### config.mk
export PLATFORM = sky130hd
export DESIGN_NAME = top
export DESIGN_NICKNAME = d
export VERILOG_FILES = /design/src/rtl/top_pkg.sv /design/src/rtl/top_inv_checker.sv /design/src/rtl/top.sv
export SDC_FILE = /design/constraint.sdc
export NUM_CORES = 1
export LEC_CHECK = 0
export CELL_PAD_IN_SITES_DETAIL_PLACEMENT = 0
export CELL_PAD_IN_SITES_GLOBAL_PLACEMENT = 1
export CORE_ASPECT_RATIO = 0.75
export CORE_MARGIN = 2
export CORE_UTILIZATION = 30
export CTS_CLUSTER_SIZE = 12
export DETAILED_ROUTE_END_ITERATION = 16
export PLACE_DENSITY_LB_ADDON = 0.1
export SLEW_MARGIN = 25
export SYNTH_ARGS = -nofsm -noshare
export SYNTH_HDL_FRONTEND = slang
export SYNTH_SLANG_ARGS = --single-unit
### constraint.sdc
create_clock -name clk -period 1.6 [get_ports clk]
set_input_delay 0.24 -clock clk [delete_from_list [all_inputs] [get_ports clk]]
set_output_delay 0.24 -clock clk [all_outputs]
set_load 0.02 [all_outputs]
### src/rtl/top_pkg.sv
// Shared constants and types for the counting loop: data width, FSM states, reset values.
package top_pkg;

    localparam int unsigned DW = 8;

    typedef enum logic {
        RUN  = 1'b0,
        DONE = 1'b1
    } state_e;

    localparam logic [DW-1:0] I_RST  = 8'd1;
    localparam logic [DW-1:0] SN_RST = '0;

endpackage

### src/rtl/top_inv_checker.sv
// Sticky invariant checker for the counting loop: flags any cycle where sn != i-1 or sn > N.
module top_inv_checker
    import top_pkg::*;
#(
    parameter logic [DW-1:0] N = 8'd100
) (
    input  logic          clk_i,
    input  logic          rst_ni,
    input  logic [DW-1:0] i_i,
    input  logic [DW-1:0] sn_i,
    output logic          inv_err_o
);

    logic err_q, err_d;
    logic violation;

    always_comb begin
        violation = (sn_i != (i_i - 8'd1)) || (sn_i > N);
        err_d     = err_q | violation;
    end

    always_ff @(posedge clk_i or negedge rst_ni) begin
        if (!rst_ni) begin
            err_q <= 1'b0;
        end else begin
            err_q <= err_d;
        end
    end

    assign inv_err_o = err_q;

endmodule

### src/rtl/top.sv
// Counting loop: i and sn advance together while selector is high until i exceeds N.
// Optional invariant checker is built when TOP_INV_CHECK_EN is defined.
module top
    import top_pkg::*;
#(
    parameter logic [DW-1:0] N = 8'd100
) (
    input  logic          clk,
    input  logic          rst,
    input  logic          selector,
    output logic [DW-1:0] i,
    output logic [DW-1:0] sn,
    output logic          done,
    output logic          inv_err
);

    state_e        state_q, state_d;
    logic [DW-1:0] i_q, i_d;
    logic [DW-1:0] sn_q, sn_d;
    logic          done_q;

    always_comb begin
        state_d = state_q;
        i_d     = i_q;
        sn_d    = sn_q;
        case (state_q)
            RUN: begin
                // Exit test has priority over selector so the loop ends at i == N+1.
                if (i_q > N) begin
                    state_d = DONE;
                end else if (selector) begin
                    i_d  = i_q + 8'd1;
                    sn_d = sn_q + 8'd1;
                end
            end
            DONE: begin
                state_d = DONE;
            end
            default: state_d = RUN;
        endcase
    end

    always_ff @(posedge clk or negedge rst) begin
        if (!rst) begin
            state_q <= RUN;
            i_q     <= I_RST;
            sn_q    <= SN_RST;
            done_q  <= 1'b0;
        end else begin
            state_q <= state_d;
            i_q     <= i_d;
            sn_q    <= sn_d;
            done_q  <= (state_d == DONE);
        end
    end

    assign i    = i_q;
    assign sn   = sn_q;
    assign done = done_q;

`ifdef TOP_INV_CHECK_EN
    top_inv_checker #(
        .N(N)
    ) u_inv_checker (
        .clk_i     (clk),
        .rst_ni    (rst),
        .i_i       (i_q),
        .sn_i      (sn_q),
        .inv_err_o (inv_err)
    );
`else
    assign inv_err = 1'b0;
`endif

endmodule

; ---- Word-level counts from Yosys, hierarchy flattened
; Index checks and enable logic that the tools add are counted.
[word_totals]
ff_bits = 17
word_cells = 11
output_inout_bits = 18
[classes]
magnitude_cmp = 1
bitwise = 2
mux = 2
add_sub_neg = 2
n_reduce_logical = 1
[op_table]
columns = op, n
row1 = adder 8 x 1 -> 8 bit (second input constant), 2
row2 = > comparator 8 x 7 -> 1 bit (second input constant), 1
row3 = AND reduction 3 bit, 1
row4 = inverter 1 bit, 2
row5 = case mux 1 bit (2 select lines), 1
row6 = 2-to-1 mux 1 bit, 1

; ---- Logic depth before layout (Yosys ltp)
; Gate-level depths: netlist of the first run.
[logic_depth]
depth_word = 3
mapped_depth = 7
ltp_nobuf = 6

; ---- Worst setup path after synthesis of the first run
; Ideal clock, no wire load.
[synth_timing]
kind = register -> register
startpoint = register i_q[1] (netlist: i[1])
endpoint = register i_q[1] (netlist: i[1])
n_path_buf = 0
path_slack_ps = -98
setup_ps = 125
arrival_time_ps = 1573
stages_incl_launch_ff = 7
cell_sequence = dfrtp_1 -> inv_1 -> ha_1 -> nor2b_1 -> o311a_4 -> nor2_2 -> mux2_2
[synth_via]
elab_chain_cells = 3
elab_cells_between_ends = 4
cone_classes = 1 x add/sub / 1 x order compare / 1 x bitwise / 1 x reduce/logical
[synth_lines]
columns = element, line_no
row1 = from (decl), top.sv:18  ; logic [DW-1:0] i_q, i_d;
row2 = from (signal assigned), top.sv:51  ; i_q <= i_d;
row3 = > comparator 8 x 7 -> 1 bit, top.sv:29  ; if (i_q > N) begin
row4 = inverter 1 bit (no source line), -
row5 = AND reduction 3 bit (no source line), -
; Several ways; a longest one is shown, not always the timed one.
; A chain may end at the register's enable or synchronous reset.

; ---- Worst setup path in the final report of the first run
[layout_timing]
startpoint = register i_q[2] (netlist: i[2])
endpoint = output port i[2]
[layout_rtl]
columns = element, line_no
row1 = to (decl), top.sv:11  ; output logic [DW-1:0] i,
; No word-level cell between the ends.

==> results_dict.tcl, run 1 <==
set metrics [dict create \
    outcome "finished clean" \
    synth_edf_count 0 \
    seq_area_frac_synth_pct 51.0 \
    path_max_fanout 5 \
    critPathArrivalTime_ns 1.34 \
    synth.area.top_cells "dfrtp_1, xor2_1, nor4_4, ha_1, dfstp_2" \
    worstPathCellList "buf_4 > clkdlybuf4s50_1" \
    tns_ns 0 \
    antenna_found_initial 0 \
    p_leak_nw 0.652 \
    synth-compound-area-share_pct 3.44 \
    clk_latency_ns 0.25 \
    gp_congestion 0.761 \
    ys_async_sr_fraction_pct 100 \
    synth_mux_area_share_pct 2.69 \
    multi_input_area_um2 484 \
    cts_buffer_depth 2 \
    cts.sinks 17 \
    globalRouteTotalUtil_pct 12.2 \
    fillers 250 \
    drive_above_1_share_pct 39.4 \
    die_area_um2 3230 \
    finalCriticalPeriod_ns 1.58 \
    m1WireLength_um 895 \
    powerDensity_nw_per_um2 1760 \
    fin_area_um2 1330 \
    cts.root.buffer_cell "clkbuf_8" \
    synth_ff_type "dfrtp_1" \
    finalClockSkew_ns 0.000548 \
    hpwl_mm 1.27 \
    cts_max_level 1 \
    syn_to_final_growth_pct 59.3 \
    finalNetCount 111 \
    vias 594 \
    register_area_um2 428 \
    core_area_um2 2620 \
    yosysWarnings 0 \
    drv_cap 0 \
    utilization_pct 50.9 \
    end_kind "primary output" \
    syn_area_per_cell_um2 12.3 \
    ant_nets 0 \
    die_y_um 49.7 \
    critPathLaunchType "register" \
    slew_violations 0 \
    yosysUniqueCellTypes 27 \
    numCtsBuffers 3 \
    hold_class "input port to asynchronous set/reset pin" \
    yosys.area.top_type "dfrtp_1" \
    antenna_cells 0 \
    grt_setup_unrepaired "true" \
    vdd_ir_drop_max_v 0.000838 \
    drcViolationCount 0 \
    grt_pass1_wl_mm 2.90 \
    clk_pin_slew_ns 0.06 \
    syn-num-nets 74 \
    crit_type "register to primary output" \
    max_stage_delay_ns 0.60 \
    synth-seq-cells 17 \
    fp-row-count 16 \
    route.met3.wl_um 99 \
    portBuffers 19 \
    synth_top_area_share_pct 47.8 \
    synth_xor_area_share_pct 12.6 \
    grt_overflow_total 0 \
    ios 21 \
    top_layer_used "met4" \
    viasPerCell 4.24 \
    synth_fa_ha_area_share_pct 4.48 \
    wire_per_inst_um 12.0 \
    hold_violations 0 \
    synth_top_family_by_area "simple AND/OR/NAND/NOR gates" \
    finalPower_mw 2.34 \
    yosys-top-cells-count "dfrtp_1, xor2_1, nor3_1" \
    place_area_um2 1240 \
    min_period_over_period_pct 98.9 \
    grt_pass1_vias 588 \
    hold_buffers 0 \
    drt-pass1-iter-count 2 \
    die_w_um 65.0 \
    initial_core_util_pct 31.9 \
    crit_required_ns 1.36 \
    cts_tree "yes" \
    synth_most_common_cell "dfrtp_1" \
    wl_met2_um 684 \
    synthCells 68 \
    drt_wl_total_mm 1.68 \
    yosys.area_share.simple_pct 21.8 \
    max_freq_ghz 0.632 \
    slowest_stage "clkdlybuf4s50_1" \
    grt_max_degree 18 \
    initialDrtViolationCount 23 \
    syn_area_um2 837 \
    setup_viol 0 \
]
repair_timing:
action	CTS	global route
buffers inserted	2	1
resized for setup	3	8
hold endpoints to repair	0	0
pin swaps	1	4
setup endpoints to repair	9	18
cloned	0	0
stage by stage:
step                hold WS [ns]  worst slack (ns)  cells
floorplan                -0.0556           -0.0497     68
global placement           0.413          -0.00132    133
CTS                        0.328           0.00155    139
detailed placement         0.430           -0.0337    133
finish                     0.319            0.0177    140
global route               0.342           -0.0436    140
worst max-delay path: cells and delay by family (launching register included):
kind                   cells  cell delay, ns
buffers and inverters      2            0.74
flip-flops                 1            0.35
final timing paths:
check,start,to,slack [ns],cells past startpoint
worst max-delay path,i[2]$_DFFE_PN0P_,i[2],0.02,2
worst min-delay path,rst,i[5]$_DFFE_PN0P_,0.32,2
worst max register to register,i[0]$_DFFE_PN1P_,i[5]$_DFFE_PN0P_,0.03,7
worst min register to register,i[7]$_DFFE_PN0P_,i[7]$_DFFE_PN0P_,0.43,0
max in group asynchronous,rst,i[0]$_DFFE_PN1P_,1.02,2
min in group clk,i[7]$_DFFE_PN0P_,i[7]$_DFFE_PN0P_,0.43,0
state kept, by name, indices dropped and copies added (netlist names):
register,cells
i,8
sn,8
done,1
logic make-up after synthesis:
kind of cell	Yosys count
xor+xnor	12
mux	2
fa+ha+maj	3
simple gates	26
buf+inv	5
compound gates	2
other cells	1
flops	17
final cells by class:
class,count,area share [%]
Sequential cell,17,32.1
Inverter,2,0.563
Clock buffer,4,3.38
Timing Repair Buffer,35,24.3
Multi-Input combinational cell,46,36.3
Tap cell,36,3.38
layer usage:
metal,track usage [%],vias to the layer above
met5,0,-
met3,6.16,2
met1,17.5,271
met4,2.13,0
met2,16.5,14
li1,-,307
cell usage in the layout (no fill, tap or decap), drive strengths merged, types with 3 or more instances in the layout:
master and n:
ha 3, buf 16, nor3 5, nor4 3
dfrtp 16, nand3 3, nand2 4, xor2 11
clkbuf 4, dlymetal6s2s 5, clkdlybuf4s50 12
power by group:
group	switching (mW)	internal [mW]	leakage, nW
registers	0.191	0.615	0.211
logic	0.587	0.634	0.418
clock network	0.140	0.177	0.0228
total	0.918	1.43	0.652
(Power assumes the default switching activity.)
==> inputs of run 2 (changes only) <==
- CAP_MARGIN: default -> 0
- CORE_MARGIN: 2 -> 3
- clock period: 1.6 -> 2 ns (I/O delays scaled with it)
==> run 2 against run 1 <==
Sequential cell count stayed put. Die area increased by 7.2%. Utilization is 5.9 points lower. Worst hold slack improved by 0.057 ns. Register-to-register slack better by 0.15 ns. Largest cell class is now registers. Largest power group unchanged.
==> results_dict.tcl, run 2 (synthesis results as in run 1) <==
set metrics [dict create \
    path_max_fanout 12 \
    wire_per_inst_um 12.9 \
    setup_ws_ns 0.184 \
    max_freq_ghz 0.551 \
    end_kind "register" \
    die_area_um2 3470 \
    crit_type "register to register" \
    cts_max_level 1 \
    drive_above_1_share_pct 16.5 \
    vdd_ir_drop_max_v 0.000584 \
    antenna_found_initial 0 \
    cts_buffer_depth 2 \
    drt-pass1-iter-count 4 \
    vias 554 \
    r2r_cells 6 \
    outcome "finished clean" \
    place_area_um2 1070 \
    cts_tree "yes" \
    powerDensity_nw_per_um2 1520 \
    viasPerCell 4.43 \
    grt_max_degree 18 \
    drt_wl_total_mm 1.61 \
    hold_ws_ns 0.376 \
    cts_resized 0 \
    grt_setup_unrepaired "false" \
    drv_cap 0 \
    min_period_over_period_pct 90.8 \
    r2r-start "i[0]$_DFFE_PN1P_" \
    antenna_cells 0 \
    finalClockSkew_ns 0.00365 \
    portBuffers 19 \
    grt_pass1_vias 566 \
    numCtsBuffers 3 \
    ant_nets 0 \
    die_w_um 67.0 \
    drcViolationCount 0 \
    globalRouteTotalUtil_pct 11.0 \
    endpoint "i[1]$_DFFE_PN0P_" \
    slew_violations 0 \
    ios 21 \
    syn_to_final_growth_pct 33.2 \
    finalNetCount 98 \
    place_ws_ns 0.194 \
    clk_pin_slew_ns 0.07 \
    worstSetupStartpoint "i[0]$_DFFE_PN1P_" \
    initial_core_util_pct 33.8 \
    layout_common_cells "clkdlybuf4s50_1, dfrtp_1, xor2_1" \
    reg2reg_slack_ns 0.18 \
    initialDrtViolationCount 32 \
    tns_ns 0 \
    grt_overflow_total 0 \
    core_area_um2 2480 \
    post_cts_buffers 0 \
    hold_buffers 0 \
    hpwl_mm 1.20 \
    rr_endpoint "i[1]$_DFFE_PN0P_" \
    grt_pass1_wl_mm 2.78 \
    critPathLaunchType "register" \
    finalCriticalPeriod_ns 1.82 \
    fillers 245 \
    fp-row-count 15 \
    die_y_um 51.7 \
    cts.root.buffer_cell "clkbuf_8" \
    final_common_cell "clkdlybuf4s50_1" \
    gp_congestion 0.762 \
    cts.sinks 17 \
    clk_latency_ns 0.25 \
    critPathArrivalTime_ns 1.95 \
    setup_viol 0 \
    p_leak_nw 0.511 \
    fin_area_um2 1110 \
    hold_violations 0 \
    crit_required_ns 2.13 \
    hold_class "input port to asynchronous set/reset pin" \
]
==> run 2: how the worst min path moves through the flow <==
stage | from | endpoint | slack [ns] | cells past startpoint
2_1_floorplan | rst | done$_DFF_PN0_ | 0.004 | 0
3_3_place_gp | i[7]$_DFFE_PN0P_ | i[7]$_DFFE_PN0P_ | 0.42 | 0
3_5_place_dp | i[7]$_DFFE_PN0P_ | i[7]$_DFFE_PN0P_ | 0.42 | 0
4_1_cts | rst | sn[6]$_DFFE_PN0P_ | 0.39 | 2
5_1_grt | rst | sn[5]$_DFFE_PN0P_ | 0.39 | 2
6_report | rst | sn[5]$_DFFE_PN0P_ | 0.38 | 2
==> run 2: layout make-up <==
| class | count | area (µm²) | share of cell area, % |
|---|---|---|---|
| Multi-Input combinational cell | 46 | 380 | 34.1 |
| Inverter | 2 | 7.51 | 0.673 |
| Timing Repair Buffer | 22 | 213 | 19.1 |
| Sequential cell | 17 | 427 | 38.3 |
| Clock buffer | 4 | 45.0 | 4.04 |
| Tap cell | 34 | 42.5 | 3.82 |
==> run 2: power breakdown <==
| part | switching (mW) | leakage (nW) | internal [mW] | total [mW] |
|---|---|---|---|---|
| logic | 0.396 | 0.276 | 0.390 | 0.785 |
| clock network | 0.112 | 0.0228 | 0.141 | 0.253 |
| registers | 0.167 | 0.212 | 0.491 | 0.657 |
| total | 0.674 | 0.511 | 1.02 | 1.70 |
==> run 2: critical path: stages (launching register included) <==
cell     delay, ns
dfstp_2       0.38
inv_1         0.09
ha_1          0.16
nor2b_1       0.05
o311a_4       0.39
nor2_2        0.25
mux2_2        0.37
==> run 2: layer usage <==
| layer | share of wire (%) | GRT usage (%) |
|---|---|---|
| met5 | 0 | 0 |
| met4 | 0.62 | 2.02 |
| met3 | 6.8 | 5.18 |
| met2 | 41 | 15.1 |
| met1 | 51 | 15.7 |
==> run 2: per-stage QoR <==
| step | std cells | power, mW | util [%] |
|---|---|---|---|
| floorplan | 68 | 1.08 | - |
| global placement | 121 | 1.46 | 43.2 |
| detailed placement | 121 | 1.46 | 43.2 |
| CTS | 125 | 1.72 | 45.0 |
| global route | 125 | 1.82 | 45.0 |
| finish | 125 | 1.70 | 45.0 |
==> inputs of run 3 (changes only) <==
- CORE_MARGIN: 3 -> default
- CTS_CLUSTER_SIZE: 12 -> 40
==> run 3 against run 2 <==
Utilization fell by 2.6 points. Worst setup slack improved by 0.039 ns. Total power fell by 0.13%. Via count fell by 2.0%. Final cell count rose by 0.80%. Critical path depth did not move. Register-to-register slack improved by 0.04 ns. Sequential cell count did not move. Clock power barely moved. First-iteration DRC count fell by 53%. Count of clock-buffer cells in the layout fell by 1. Combinational power fell by 2%. Highest routed layer unchanged.
==> results_dict.tcl, run 3 (synthesis results as in run 1) <==
set metrics [dict create \
    outcome "finished clean" \
    hold_ws_ns 0.377 \
    core_area_um2 2620 \
    cp_top_family "compound AO/OA/AOI/OAI gates" \
    vdd_ir_drop_max_v 0.000604 \
    r2r-start "i[0]$_DFFE_PN1P_" \
    max_freq_ghz 0.563 \
    slew_violations 0 \
    end_kind "register" \
    cts.root.buffer_cell "clkbuf_8" \
    initialDrtViolationCount 15 \
    finalNetCount 97 \
    syn_to_final_growth_pct 32.7 \
    utilization_pct 42.4 \
    critPathLaunchType "register" \
    critPathArrivalTime_ns 1.91 \
    m1WireLength_um 841 \
    wire_per_inst_um 12.2 \
    slowest_stage "o311a_4" \
    place_ws_ns 0.163 \
    antenna_found_initial 0 \
    gp_congestion 0.718 \
    top_layer_used "met4" \
    drt_wl_total_mm 1.54 \
    r2r_cells 6 \
    grt_setup_unrepaired "false" \
    cts_buffer_depth 2 \
    finalCriticalPeriod_ns 1.78 \
    cts_tree "yes" \
    min_period_over_period_pct 88.9 \
    initial_core_util_pct 31.9 \
    die_w_um 63.0 \
    crit_required_ns 2.14 \
    die_area_um2 3010 \
    max_stage_delay_ns 0.39 \
    finalClockSkew_ns 0.00384 \
    ios 21 \
    grt_overflow_total 0 \
    numCtsBuffers 3 \
    drcViolationCount 0 \
    setup_ws_ns 0.223 \
    ant_nets 0 \
    reg2reg_slack_ns 0.22 \
    worstPathCellList "inv_1 > ha_1 > nor2b_1 > o311a_4 > nor2_2 > mux2_2" \
    final_common_cell "clkdlybuf4s50_1" \
    hold_class "input port to asynchronous set/reset pin" \
    drive_above_1_share_pct 16.7 \
    path_buf_inv 1 \
    cts.sinks 17 \
    clk_pin_slew_ns 0.07 \
    viasPerCell 4.31 \
    hold_buffers 0 \
    grt_max_degree 18 \
    grt_pass1_wl_mm 2.62 \
    fp-row-count 16 \
    rr_endpoint "sn[1]$_DFFE_PN0P_" \
    cts_resized 0 \
    path_max_fanout 12 \
    vias 543 \
    globalRouteTotalUtil_pct 12.2 \
    clk_latency_ns 0.25 \
    wl_met2_um 625 \
    crit_type "register to register" \
    portBuffers 19 \
    tns_ns 0 \
    drv_cap 0 \
    hold_violations 0 \
    grt_pass1_vias 542 \
    route.met3.wl_um 61 \
    hpwl_mm 1.10 \
    setup_viol 0 \
    drt-pass1-iter-count 3 \
    cts_max_level 1 \
    fillers 248 \
    powerDensity_nw_per_um2 1520 \
    antenna_cells 0 \
    p_leak_nw 0.509 \
    die_y_um 47.7 \
    layout_common_cells "clkdlybuf4s50_1, dfrtp_1, xor2_1" \
    post_cts_buffers 0 \
]
run 3: changes by cell type in the layout (fill, tap and decap cells not counted), sizes merged:
cell,delta
buf,-1
clkbuf,-1
clkinv,+1
run 3: per-stage QoR:
| step | total power, mW | std cells | cell area [µm²] |
|---|---|---|---|
| 6_report | 1.69 | 126 | 1110 |
| 5_1_grt | 1.82 | 126 | 1110 |
| 4_1_cts | 1.72 | 126 | 1110 |
| 3_5_place_dp | 1.45 | 122 | 1060 |
| 3_3_place_gp | 1.45 | 122 | 1060 |
| 2_1_floorplan | 1.08 | 68 | 837 |
run 3: worst max path at each step:
stage	start	endpoint	cells past startpoint
4_1_cts	i[0]$_DFFE_PN1P_	sn[1]$_DFFE_PN0P_	6
3_5_place_dp	selector	sn[1]$_DFFE_PN0P_	4
2_1_floorplan	i[1]$_DFFE_PN0P_	i[1]$_DFFE_PN0P_	6
6_report	i[0]$_DFFE_PN1P_	sn[1]$_DFFE_PN0P_	6
5_1_grt	i[0]$_DFFE_PN1P_	i[1]$_DFFE_PN0P_	6
3_3_place_gp	selector	i[1]$_DFFE_PN0P_	4
run 3: worst reg2reg max path: cells and delay by family (launching register included):
kind                       cells  cell delay (ns)
and+or+nand+nor                2             0.30
buffers and inverters          1             0.08
AOI/OAI and AO/OA              1             0.39
adders and majority gates      1             0.14
DFF                            1             0.38
muxes                          1             0.37
run 3: power breakdown:
group	switching [mW]	internal, mW
Combinational	0.383	0.387
Sequential	0.177	0.491
Clock	0.118	0.138
Total	0.678	1.02
run 3: area by class of cell:
| type | count | area [µm²] | share of cell area (%) |
|---|---|---|---|
| Clock buffer | 3 | 41.3 | 3.72 |
| Clock inverter | 1 | 5.00 | 0.450 |
| Inverter | 2 | 7.51 | 0.676 |
| Multi-Input combinational cell | 46 | 380 | 34.2 |
| Sequential cell | 17 | 427 | 38.4 |
| Tap cell | 36 | 45.0 | 4.05 |
| Timing Repair Buffer | 21 | 205 | 18.5 |
run 3: per-layer routing:
layer / up-vias / global-route usage, %
li1: 275 / -
met4: 0 / 4.19
met5: - / 0
met2: 12 / 17.4
met1: 254 / 16.6
met3: 2 / 5.00
